===== config.mk =====
export PLATFORM = sky130hd
export DESIGN_NAME = bin2bcd_ascii_seq
export DESIGN_NICKNAME = d
export VERILOG_FILES = /design/src/rtl/bin2bcd_pkg.sv /design/src/rtl/bcd_add3_nibble.sv /design/src/rtl/bin2bcd_ascii_seq.sv
export SDC_FILE = /design/constraint.sdc
export NUM_CORES = 1
export LEC_CHECK = 0
export ABC_AREA = 1
export CORE_MARGIN = 5
export CORE_UTILIZATION = 46
export CTS_BUF_LIST = sky130_fd_sc_hd__clkbuf_8
export CTS_CLUSTER_SIZE = 12
export DETAILED_ROUTE_END_ITERATION = 10
export PLACE_DENSITY_LB_ADDON = 0.12
export SYNTH_ARGS = -nofsm -noshare
export SYNTH_HDL_FRONTEND = slang
export SYNTH_SLANG_ARGS = --single-unit

===== constraint.sdc =====
create_clock -name clk -period 1.9 [get_ports clk]
set_input_delay 0.285 -clock clk [delete_from_list [all_inputs] [get_ports clk]]
set_output_delay 0.285 -clock clk [all_outputs]
set_load 0.05 [all_outputs]

===== src/rtl/bin2bcd_pkg.sv =====
`default_nettype none
// +----------------------------------------------------------------------------+
// | Module  : bin2bcd_pkg                                                      |
// | Brief   : Shared state encoding, ASCII constants and digit-count helper.   |
// | Rev     : 1.0  initial release                                             |
// +----------------------------------------------------------------------------+
package bin2bcd_pkg;

  typedef enum logic [1:0] {
    IDLE = 2'd0,
    CONV = 2'd1,
    HOLD = 2'd2
  } state_t;

  localparam logic [7:0] ASCII_ZERO  = 8'h30;
  localparam logic [7:0] ASCII_SPACE = 8'h20;
  localparam logic [7:0] ASCII_MINUS = 8'h2D;

  // Decimal digits needed to show 2**w - 1.
  function automatic int min_digits(input int w);
    longint unsigned v;
    int              d;
    v = (w >= 64) ? 64'hFFFF_FFFF_FFFF_FFFF : ((64'd1 << w) - 64'd1);
    d = 1;
    for (int i = 0; i < 20; i++) begin
      if (v >= 64'd10) begin
        v = v / 64'd10;
        d = d + 1;
      end
    end
    return d;
  endfunction

endpackage
`default_nettype wire


===== src/rtl/bcd_add3_nibble.sv =====
`default_nettype none
// +----------------------------------------------------------------------------+
// | Module  : bcd_add3_nibble                                                  |
// | Brief   : Combinational "add 3 if >= 5" correction for one BCD digit.      |
// | Rev     : 1.0  initial release                                             |
// +----------------------------------------------------------------------------+
module bcd_add3_nibble (
  input  logic [3:0] din,
  output logic [3:0] dout
);

  assign dout = (din >= 4'd5) ? (din + 4'd3) : din;

endmodule
`default_nettype wire


===== src/rtl/bin2bcd_ascii_seq.sv =====
`default_nettype none
// +----------------------------------------------------------------------------+
// | Module  : bin2bcd_ascii_seq                                                |
// | Brief   : Sequential shift-and-add-3 binary to BCD/ASCII converter.        |
// | Rev     : 1.0  initial release                                             |
// +----------------------------------------------------------------------------+
module bin2bcd_ascii_seq
  import bin2bcd_pkg::*;
#(
  parameter int DATA_W    = 16,
  parameter int NDIGITS   = 5,
  parameter int SIGNED_EN = 0,
  parameter int BLANK_LZ  = 1
) (
  input  logic                     clk,
  input  logic                     reset,
  input  logic                     in_valid,
  output logic                     in_ready,
  input  logic [DATA_W-1:0]        in_data,
  input  logic                     in_signed,
  output logic                     out_valid,
  input  logic                     out_ready,
  output logic [NDIGITS*4-1:0]     out_bcd,
  output logic [(NDIGITS+1)*8-1:0] out_ascii,
  output logic                     out_neg,
  output logic                     busy
);

  localparam int                BW       = NDIGITS * 4;
  localparam int                CW       = $clog2(DATA_W + 1);
  localparam logic [CW-1:0]     CNT_LOAD = CW'(DATA_W);
  localparam logic [CW-1:0]     CNT_ONE  = CW'(1);
  localparam logic [DATA_W-1:0] DATA_ONE = DATA_W'(1);

  if (DATA_W < 2) begin : g_bad_width
    $error("bin2bcd_ascii_seq: DATA_W must be at least 2");
  end
  if (NDIGITS < min_digits(DATA_W)) begin : g_bad_ndigits
    $error("bin2bcd_ascii_seq: NDIGITS too small for DATA_W");
  end

  state_t            r_state;
  logic [CW-1:0]     r_cnt;
  logic [DATA_W-1:0] r_mag;
  logic [BW-1:0]     r_bcd;
  logic              r_neg;

  logic              w_neg;
  logic [DATA_W-1:0] w_mag_in;
  logic [BW-1:0]     w_adj;
  logic [BW-1:0]     w_next_bcd;
  logic [DATA_W-1:0] w_next_mag;
  logic              w_zero_above;

  assign w_neg    = (SIGNED_EN != 0) && in_signed && in_data[DATA_W-1];
  assign w_mag_in = w_neg ? (~in_data + DATA_ONE) : in_data;

  for (genvar i = 0; i < NDIGITS; i++) begin : g_add3
    bcd_add3_nibble u_add3 (
      .din  (r_bcd[i*4 +: 4]),
      .dout (w_adj[i*4 +: 4])
    );
  end

  // The corrected digits and the remaining magnitude shift as one register.
  assign {w_next_bcd, w_next_mag} = {w_adj, r_mag} << 1;

  always_ff @(posedge clk or posedge reset) begin
    if (reset) begin
      r_state   <= IDLE;
      r_cnt     <= '0;
      r_mag     <= '0;
      r_bcd     <= '0;
      r_neg     <= 1'b0;
      in_ready  <= 1'b1;
      out_valid <= 1'b0;
      out_bcd   <= '0;
      out_neg   <= 1'b0;
      busy      <= 1'b0;
    end else begin
      case (r_state)
        IDLE: begin
          if (in_valid) begin
            r_mag    <= w_mag_in;
            r_neg    <= w_neg;
            r_bcd    <= '0;
            r_cnt    <= CNT_LOAD;
            in_ready <= 1'b0;
            busy     <= 1'b1;
            r_state  <= CONV;
          end
        end
        CONV: begin
          r_bcd <= w_next_bcd;
          r_mag <= w_next_mag;
          r_cnt <= r_cnt - CNT_ONE;
          if (r_cnt == CNT_ONE) begin
            out_bcd   <= w_next_bcd;
            out_neg   <= r_neg;
            out_valid <= 1'b1;
            r_state   <= HOLD;
          end
        end
        HOLD: begin
          if (out_ready) begin
            out_valid <= 1'b0;
            in_ready  <= 1'b1;
            busy      <= 1'b0;
            r_state   <= IDLE;
          end
        end
        default: begin
          out_valid <= 1'b0;
          in_ready  <= 1'b1;
          busy      <= 1'b0;
          r_state   <= IDLE;
        end
      endcase
    end
  end

  // Text view of the held result; scanned from the top digit to track leading zeros.
  always_comb begin
    out_ascii    = '0;
    w_zero_above = 1'b1;
    out_ascii[NDIGITS*8 +: 8] = out_neg ? ASCII_MINUS : ASCII_SPACE;
    for (int k = NDIGITS - 1; k >= 0; k--) begin
      w_zero_above = w_zero_above && (out_bcd[k*4 +: 4] == 4'd0);
      if ((BLANK_LZ != 0) && (k > 0) && w_zero_above) begin
        out_ascii[k*8 +: 8] = ASCII_SPACE;
      end else begin
        out_ascii[k*8 +: 8] = ASCII_ZERO + {4'd0, out_bcd[k*4 +: 4]};
      end
    end
  end

endmodule
`default_nettype wire


==> results.yml, run 1 <==
setup_path:
  path_max_fanout: 4
  path_class: "reg2out"
  critPathRequiredTime_ns: 1.62
  reg2regPathDepth: 6
  critPathBufInv: 1
  arrival_ns: 1.57
  max_stage_delay_ns: 0.82
  cp_cell_sequence: "clkdlybuf4s50_1"
  critPathCaptureType: "output pin"
  r2r-end: "out_bcd[7]"
  startpoint_type: "register"
  crit_family: "buffers and inverters"
  rrSetupSlack_ns: 0.34
  r2r_start: "r_cnt[1]"
  slowest_stage: "clkdlybuf4s50_1"
timing:
  tightestPinTransition_ns: 0.517
  maxSlewHeadroom_pct: 65.5
  fin_ws_ns: 0.0483
  hold_violations: 0
  setup_viol: 0
  finalMaxSlewViolations: 0
  fmax_ghz: 0.540
  rsz0062_at_grt: "false"
  fin_crit_ns: 1.85
  fin_skew_ns: 0.00953
  fin_crit_sh_pct: 97.5
grt:
  grt_max_degree: 38
  antenna_found_initial: 0
  grt_overflow: 0
  track_usage_pct: 16.1
  grt_first_pass_wirelength_mm: 12.8
  grt_pass1_vias: 2825
drt:
  routed-wl-met3_um: 588
  vias: 2994
  ant_nets: 0
  wl_mm: 7.70
  firstDrtPassIters: 4
  wl_met2_mm: 3.53
  highest_layer: "met4"
  drt-met1-wl_mm: 3.47
  drt-initial-drc-count: 101
  wl_per_cell_um: 12.5
  viasPerCell: 4.86
  drc: 0
clock_network:
  cts-resized-gates: 0
  hold_buffers: 0
  clk_latency_ns: 0.35
  cts_tree: "built"
  clkTransAtPathRegs_ns: 0.08
  ctsRootBufferMaster: "clkbuf_8"
  clock_sink_count: 66
  postCtsSetupBuffers: 0
  cts_buffers: 9
  clock_path_buffers: 2
  h-tree-depth: 3
power:
  fin_total_pwr_mw: 8.54
  irDropWorstVdd_mv: 0.785
  p_leak_nw: 2.39
  power_density_nw_per_um2: 1920
placement:
  place_ws_ns: 0.327
  place.gp.congestion: 0.816
  place_hpwl_mm: 5.40
  dpl-instance-area_um2: 4170
  portBuffers: 66
synthesis:
  syn-cell-area_um2: 3600
  netlist_instances: 460
  async_flop_share_pct: 100
  synth_common_cells: "172 x nand2_1, 65 x dfrtp_1, 55 x nand3_1, 33 x inv_1, 30 x buf_4"
  netlist.area_leader.share_pct: 45.2
  postSynthAreaPerCell_um2: 7.82
  yosys.area.top_type: "dfrtp_1"
  yosysWarnings: 0
  synth_seq_area_share_pct: 45.9
  synth_edf_count: 0
  synth.area.top_cells: "dfrtp_1 45%, nand2_1 18%, nand3_1 7.6%"
  ys.flop_type: "dfrtp_1"
  ys_seq_elements: 66
  synthDistinctLibCells: 31
  synth_most_common_cell: "nand2_1"
floorplanning:
  io-pin-count: 93
  die_area_um2: 9690
  initial_utilization_pct: 46.8
  rows: 32
  die_x_um: 98.4
  core_um2: 7690
  die_h_um: 98.4
worst_hold_path:
  hold_path_class: "in2async"
cells_and_area:
  diodes: 0
  fin_area_um2: 4450
  area_growth_pct: 23.6
  final_nets: 542
  layout-drive-gt1-share_pct: 8.95
run:
  drv_cap: 0
status:
  status: "completed"
-- state kept, by name, indices dropped and copies added (netlist names) --
register,flops
r_bcd,20
r_state,2
in_ready,1
busy,1
r_cnt,5
out_bcd,20
r_mag,16
out_valid,1
-- cells in the final DEF, fill, tap and decap left out, drive strengths merged, types with 2 or more instances in the layout --
cell / instances
bufinv: 2
buf: 12
clkbuf: 12
clkinvlp: 2
clkdlybuf4s50: 49
nor3: 2
dlymetal6s2s: 11
nand3: 57
nor2: 14
inv: 36
nand2: 174
ha: 12
dfrtp: 65
a21oi: 2
a21boi: 3
o22ai: 3
conb: 25
o21ai: 15
nand4: 11
-- area by class of cell --
type / count / area (um2)
Timing Repair Buffer: 72 / 756
Multi-Input combinational cell: 323 / 1530
Clock inverter: 4 / 72.6
Fill cell: 698 / 3240
Inverter: 37 / 143
Sequential cell: 66 / 1650
Tap cell: 102 / 128
Clock buffer: 12 / 165
-- power by group --
part	internal, mW	switching [mW]
Clock	0.844	0.547
Combinational	1.48	3.18
Sequential	2.00	0.483
Total	4.33	4.21
-- kinds of logic after synthesis --
logic type | count (synthesis) | share of synthesized area [%]
AO/OA/AOI/OAI | 26 | 4.14
adder cells (fa/ha/maj) | 12 | 4.17
buffers and inverters | 94 | 14.4
flip-flops | 66 | 45.9
other | 2 | 0.209
AND/OR/NAND/NOR | 260 | 31.2
-- metal layers --
metal | vias to the layer above | track usage (%)
li1 | 1497 | -
met1 | 1368 | 21.2
met2 | 120 | 25.7
met3 | 9 | 3.96
met4 | 0 | 6.30
met5 | - | 0
-- worst max path at each step --
stage / start / end / slack, ns / cells past startpoint
final: out_bcd[16] / out_bcd[16] / 0.05 / 1
after global routing: out_bcd[17] / out_bcd[17] / 0.001 / 1
after CTS: out_bcd[4] / out_ascii[8] / 0.001 / 1
after detailed placement: r_cnt[1] / out_bcd[7] / 0.33 / 6
after global placement: r_cnt[1] / out_bcd[7] / 0.35 / 6
after floorplan: out_bcd[17] / out_ascii[12] / -0.05 / 4
-- per-stage QoR --
stage / util [%] / instances / TNS, ns / hold slack [ns]
6_report: 57.8 / 616 / 0 / 0.308
5_1_grt: 57.8 / 616 / 0 / 0.315
3_5_place_dp: 54.3 / 600 / 0 / 0.465
4_1_cts: 57.4 / 616 / 0 / 0.311
3_3_place_gp: 54.3 / 600 / 0 / 0.457
2_1_floorplan: - / 483 / -0.0549 / 0.371
Power figures use the tool's default switching activity.
==> run 2: changes to the inputs <==
Settings changed: CELL_PAD_IN_SITES_DETAIL_PLACEMENT from default to 1, CELL_PAD_IN_SITES_GLOBAL_PLACEMENT from default to 2, CORE_UTILIZATION 46 to 26, PLACE_DENSITY_LB_ADDON 0.12 to 0.1.
==> results.yml, run 2 (synthesis gave the netlist of run 1 again) <==
status:
  status: "completed"
setup_path:
  startpoint_type: "register"
  r2r_start: "r_cnt[1]"
  cp.depth: 1
  path_max_fanout: 4
  critPathRequiredTime_ns: 1.62
  path_class: "reg2out"
  arrival_ns: 1.56
  slowest_stage: "clkdlybuf4s50_1"
  critPathBufInv: 1
  startpoint: "out_bcd[7]"
  reg2regPathDepth: 7
  crit_end: "out_ascii[11]"
  critPathCaptureType: "output pin"
  r2r-end: "out_bcd[12]"
  crit_family: "buffers and inverters"
  max_stage_delay_ns: 0.82
  cp_cell_sequence: "clkdlybuf4s50_1"
  rrSetupSlack_ns: 0.44
clock_network:
  hold_buffers: 0
  h-tree-depth: 3
  clk_latency_ns: 0.36
  clock_path_buffers: 2
  ctsRootBufferMaster: "clkbuf_8"
  clock_sink_count: 66
  cts_tree: "built"
  clkTransAtPathRegs_ns: 0.07
  cts_buffers: 9
  postCtsSetupBuffers: 0
grt:
  grt_overflow: 0
  track_usage_pct: 12.0
  grt_first_pass_wirelength_mm: 15.5
  antenna_found_initial: 0
  grt_max_degree: 30
  grt_pass1_vias: 3137
timing:
  rsz0062_at_grt: "false"
  fin_crit_sh_pct: 97.1
  fin_crit_ns: 1.84
  maxSlewHeadroom_pct: 62.7
  tightestPinTransition_ns: 0.559
  hold_violations: 0
  fin_tns_setup_ns: 0
  setup_viol: 0
  finalMaxSlewViolations: 0
  fin_skew_ns: 0.00776
  fmax_ghz: 0.542
drt:
  drc: 0
  vias: 3002
  wl_met2_mm: 4.34
  viasPerCell: 4.32
  firstDrtPassIters: 4
  ant_nets: 0
  drt-met1-wl_mm: 4.32
  wl_mm: 9.31
  drt-initial-drc-count: 84
  wl_per_cell_um: 13.4
  highest_layer: "met4"
  routed-wl-met3_um: 442
cells_and_area:
  layout_commonest_cell: "nand2_1"
  final_cell_count_no_fill: 695
  largestRegisters: "out_bcd: 20 flops, r_bcd: 20 flops, r_mag: 16 flops"
  diodes: 0
  fin_area_um2: 4470
  final_cell_mix: "170 x nand2_1, 65 x dfrtp_1, 54 x nand3_1, 37 x inv_1, 35 x clkdlybuf4s50_1"
  area_growth_pct: 24.3
  layout-drive-gt1-share_pct: 8.93
  nFillCells: 1670
  final_nets: 543
placement:
  portBuffers: 66
  place_inst: 679
  dpl-instance-area_um2: 4260
  place.gp.congestion: 0.785
  place_hpwl_mm: 6.67
floorplanning:
  die_h_um: 128
  io-pin-count: 93
  die_area_um2: 16300
  initial_utilization_pct: 26.2
  die_x_um: 128
  core_um2: 13700
  rows: 43
run:
  drv_cap: 0
power:
  power_density_nw_per_um2: 1840
  p_leak_nw: 2.46
  fin_total_pwr_mw: 8.21
  irDropWorstVdd_mv: 0.480
worst_hold_path:
  hold_path_class: "in2async"
-- run 2: area by class of cell --
cell class	instances	area [um2]	area share, %
multi-input cells	323	1540	34.4
well taps	180	225	5.03
inverters	37	143	3.19
clock buffers	11	151	3.38
repair buffers	73	744	16.6
flip-flops and latches	66	1650	37.0
clock inverters	5	18.8	0.420
-- run 2: worst min path at each step --
stage	startpoint	to	slack (ns)	cells after the start
3_3_place_gp	r_mag[0]	r_mag[0]	0.46	2
5_1_grt	reset	r_mag[4]	0.34	2
4_1_cts	reset	r_mag[11]	0.29	2
2_1_floorplan	out_ready	r_state[1]	0.37	1
6_report	reset	r_mag[12]	0.30	2
3_5_place_dp	r_mag[0]	r_mag[0]	0.47	2
-- run 2: layer usage --
metal,global-route usage [%],vias to the layer above
met1,15.4,1427
met3,2.42,12
li1,-,1494
met5,0,-
met4,5.62,0
met2,19.3,69
-- run 2: stage by stage --
stage               util, %  worst slack, ns  hold slack (ns)
floorplan                 -          -0.0460            0.371
global placement       31.0            0.216            0.458
detailed placement     31.0            0.178            0.467
CTS                    32.2         0.000713            0.294
global route           32.6          0.00281            0.336
finish                 32.6           0.0551            0.300
-- run 2: report_power, final --
group	internal, mW	switching [mW]
logic	1.43	3.23
clock network	0.522	0.542
registers	2.01	0.483
total	3.96	4.25
-- run 2: repair_timing --
action / 4_1_cts / 5_1_grt
gates resized for setup: 8 / 18
endpoints found under the hold margin: 0 / 0
setup endpoints to repair: 10 / 19
-- run 2: worst reg2reg max path: stages, from the launching register on --
cell and delay [ns]:
dfrtp_1 0.38, inv_1 0.10, ha_1 0.21, nand3_2 0.14, nor2_4 0.09, buf_4 0.25, nand3_1 0.14, nand2_1 0.08
==> run 3: changes to the inputs <==
Settings changed: MAX_ROUTING_LAYER from default to met4.
==> results.yml, run 3 (synthesis gave the netlist of run 1 again) <==
floorplanning:
  core_um2: 13700
  die_h_um: 128
  die_area_um2: 16300
  die_x_um: 128
  rows: 43
  initial_utilization_pct: 26.2
  io-pin-count: 93
timing:
  rsz0062_at_grt: "false"
  fmax_ghz: 0.542
  fin_crit_ns: 1.84
  fin_skew_ns: 0.00819
  finalMaxSlewViolations: 0
  fin_crit_sh_pct: 97.1
  setup_viol: 0
  tightestPinTransition_ns: 0.557
  hold_violations: 0
  maxSlewHeadroom_pct: 62.8
  fin_tns_setup_ns: 0
setup_path:
  critPathCaptureType: "output pin"
  max_stage_delay_ns: 0.82
  cp_cell_sequence: "clkdlybuf4s50_1"
  path_class: "reg2out"
  slowest_stage: "clkdlybuf4s50_1"
  crit_family: "buffers and inverters"
  startpoint_type: "register"
  critPathRequiredTime_ns: 1.62
  arrival_ns: 1.56
  critPathBufInv: 1
  path_max_fanout: 4
clock_network:
  cts_tree: "built"
  ctsRootBufferMaster: "clkbuf_8"
  postCtsSetupBuffers: 0
  clock_path_buffers: 2
  cts_buffers: 9
  h-tree-depth: 3
  clock_sink_count: 66
  clk_latency_ns: 0.36
  clkTransAtPathRegs_ns: 0.07
cells_and_area:
  layout-drive-gt1-share_pct: 8.93
  final_nets: 543
  diodes: 0
  final_cell_mix: "170 x nand2_1, 65 x dfrtp_1, 54 x nand3_1, 37 x inv_1, 35 x clkdlybuf4s50_1"
  largestRegisters: "out_bcd: 20 flops, r_bcd: 20 flops, r_mag: 16 flops"
  layout_commonest_cell: "nand2_1"
  nFillCells: 1670
  area_growth_pct: 24.3
power:
  power_density_nw_per_um2: 1840
  irDropWorstVdd_mv: 0.480
  fin_total_pwr_mw: 8.21
  p_leak_nw: 2.46
grt:
  grt_pass1_vias: 3129
  grt_first_pass_wirelength_mm: 15.5
  antenna_found_initial: 0
  track_usage_pct: 12.3
  grt_overflow: 0
  grt_max_degree: 30
drt:
  firstDrtPassIters: 4
  wl_per_cell_um: 13.4
  wl_mm: 9.31
  ant_nets: 0
  drc: 0
  vias: 3002
  viasPerCell: 4.32
  drt-initial-drc-count: 88
run:
  drv_cap: 0
placement:
  place.gp.congestion: 0.796
  portBuffers: 66
  place_hpwl_mm: 6.67
status:
  status: "completed"
worst_hold_path:
  hold_path_class: "in2async"
[run 3: cell counts in the layout (fill, tap and decap cells not counted)]
Identical to the previous run, type by type.
[run 3: final timing paths]
path	startpoint	to	slack, ns	cells past startpoint
hold reg to reg	r_mag[0]	r_mag[0]	0.48	2
setup / recovery	out_bcd[7]	out_ascii[11]	0.06	1
hold / removal	reset	r_mag[12]	0.30	2
setup reg to reg	r_cnt[1]	out_bcd[12]	0.44	7
min in group clk	in_data[0]	r_mag[0]	0.47	3
max in group asynchronous	reset	r_bcd[12]	1.10	3
[run 3: what timing repair did]
action                                 4_1_cts  5_1_grt
resized for setup                            8       18
hold buffers                                 0        0
setup endpoints to repair                   10       19
endpoints found under the hold margin        0        0
[run 3: cell type report]
| type | count | area, um2 | area share (%) |
|---|---|---|---|
| clock buffers | 11 | 151 | 3.38 |
| clock inverters | 5 | 18.8 | 0.420 |
| inverters | 37 | 143 | 3.19 |
| multi-input cells | 323 | 1540 | 34.4 |
| flip-flops and latches | 66 | 1650 | 37.0 |
| well taps | 180 | 225 | 5.03 |
| repair buffers | 73 | 744 | 16.6 |
[run 3: through the flow]
step                      std cells  hold WS [ns]  cell area, um2  setup WS [ns]  utilization, %
after detailed placement        679         0.467            4260          0.178            31.0
after floorplan                 483         0.371            3700        -0.0460               -
final                           695         0.301            4470         0.0557            32.6
after global routing            695         0.336            4470        0.00280            32.6
after global placement          679         0.458            4260          0.216            31.0
after CTS                       695         0.294            4420       0.000713            32.2
[run 3: power breakdown]
group	internal (mW)	switching, mW	total (mW)
Combinational	1.43	3.22	4.66
Sequential	2.01	0.483	2.49
Clock	0.522	0.541	1.06
Total	3.96	4.25	8.21
[run 3: routing by layer]
layer  share of wire (%)  routed length, um  up-vias  GRT usage [%]
met5                   0                  0        -              -
met4                 1.7                157        0           5.62
met3                 4.7                434       11           2.26
met2                  47               4380       71           19.3
met1                  47               4340     1426           15.6
li1                    -                  -     1494              -
[run 3: worst reg2reg max path, stage by stage, from the launching register on]
cell	delay, ns
dfrtp_1	0.38
inv_1	0.10
ha_1	0.21
nand3_2	0.14
nor2_4	0.09
buf_4	0.25
nand3_1	0.14
nand2_1	0.08
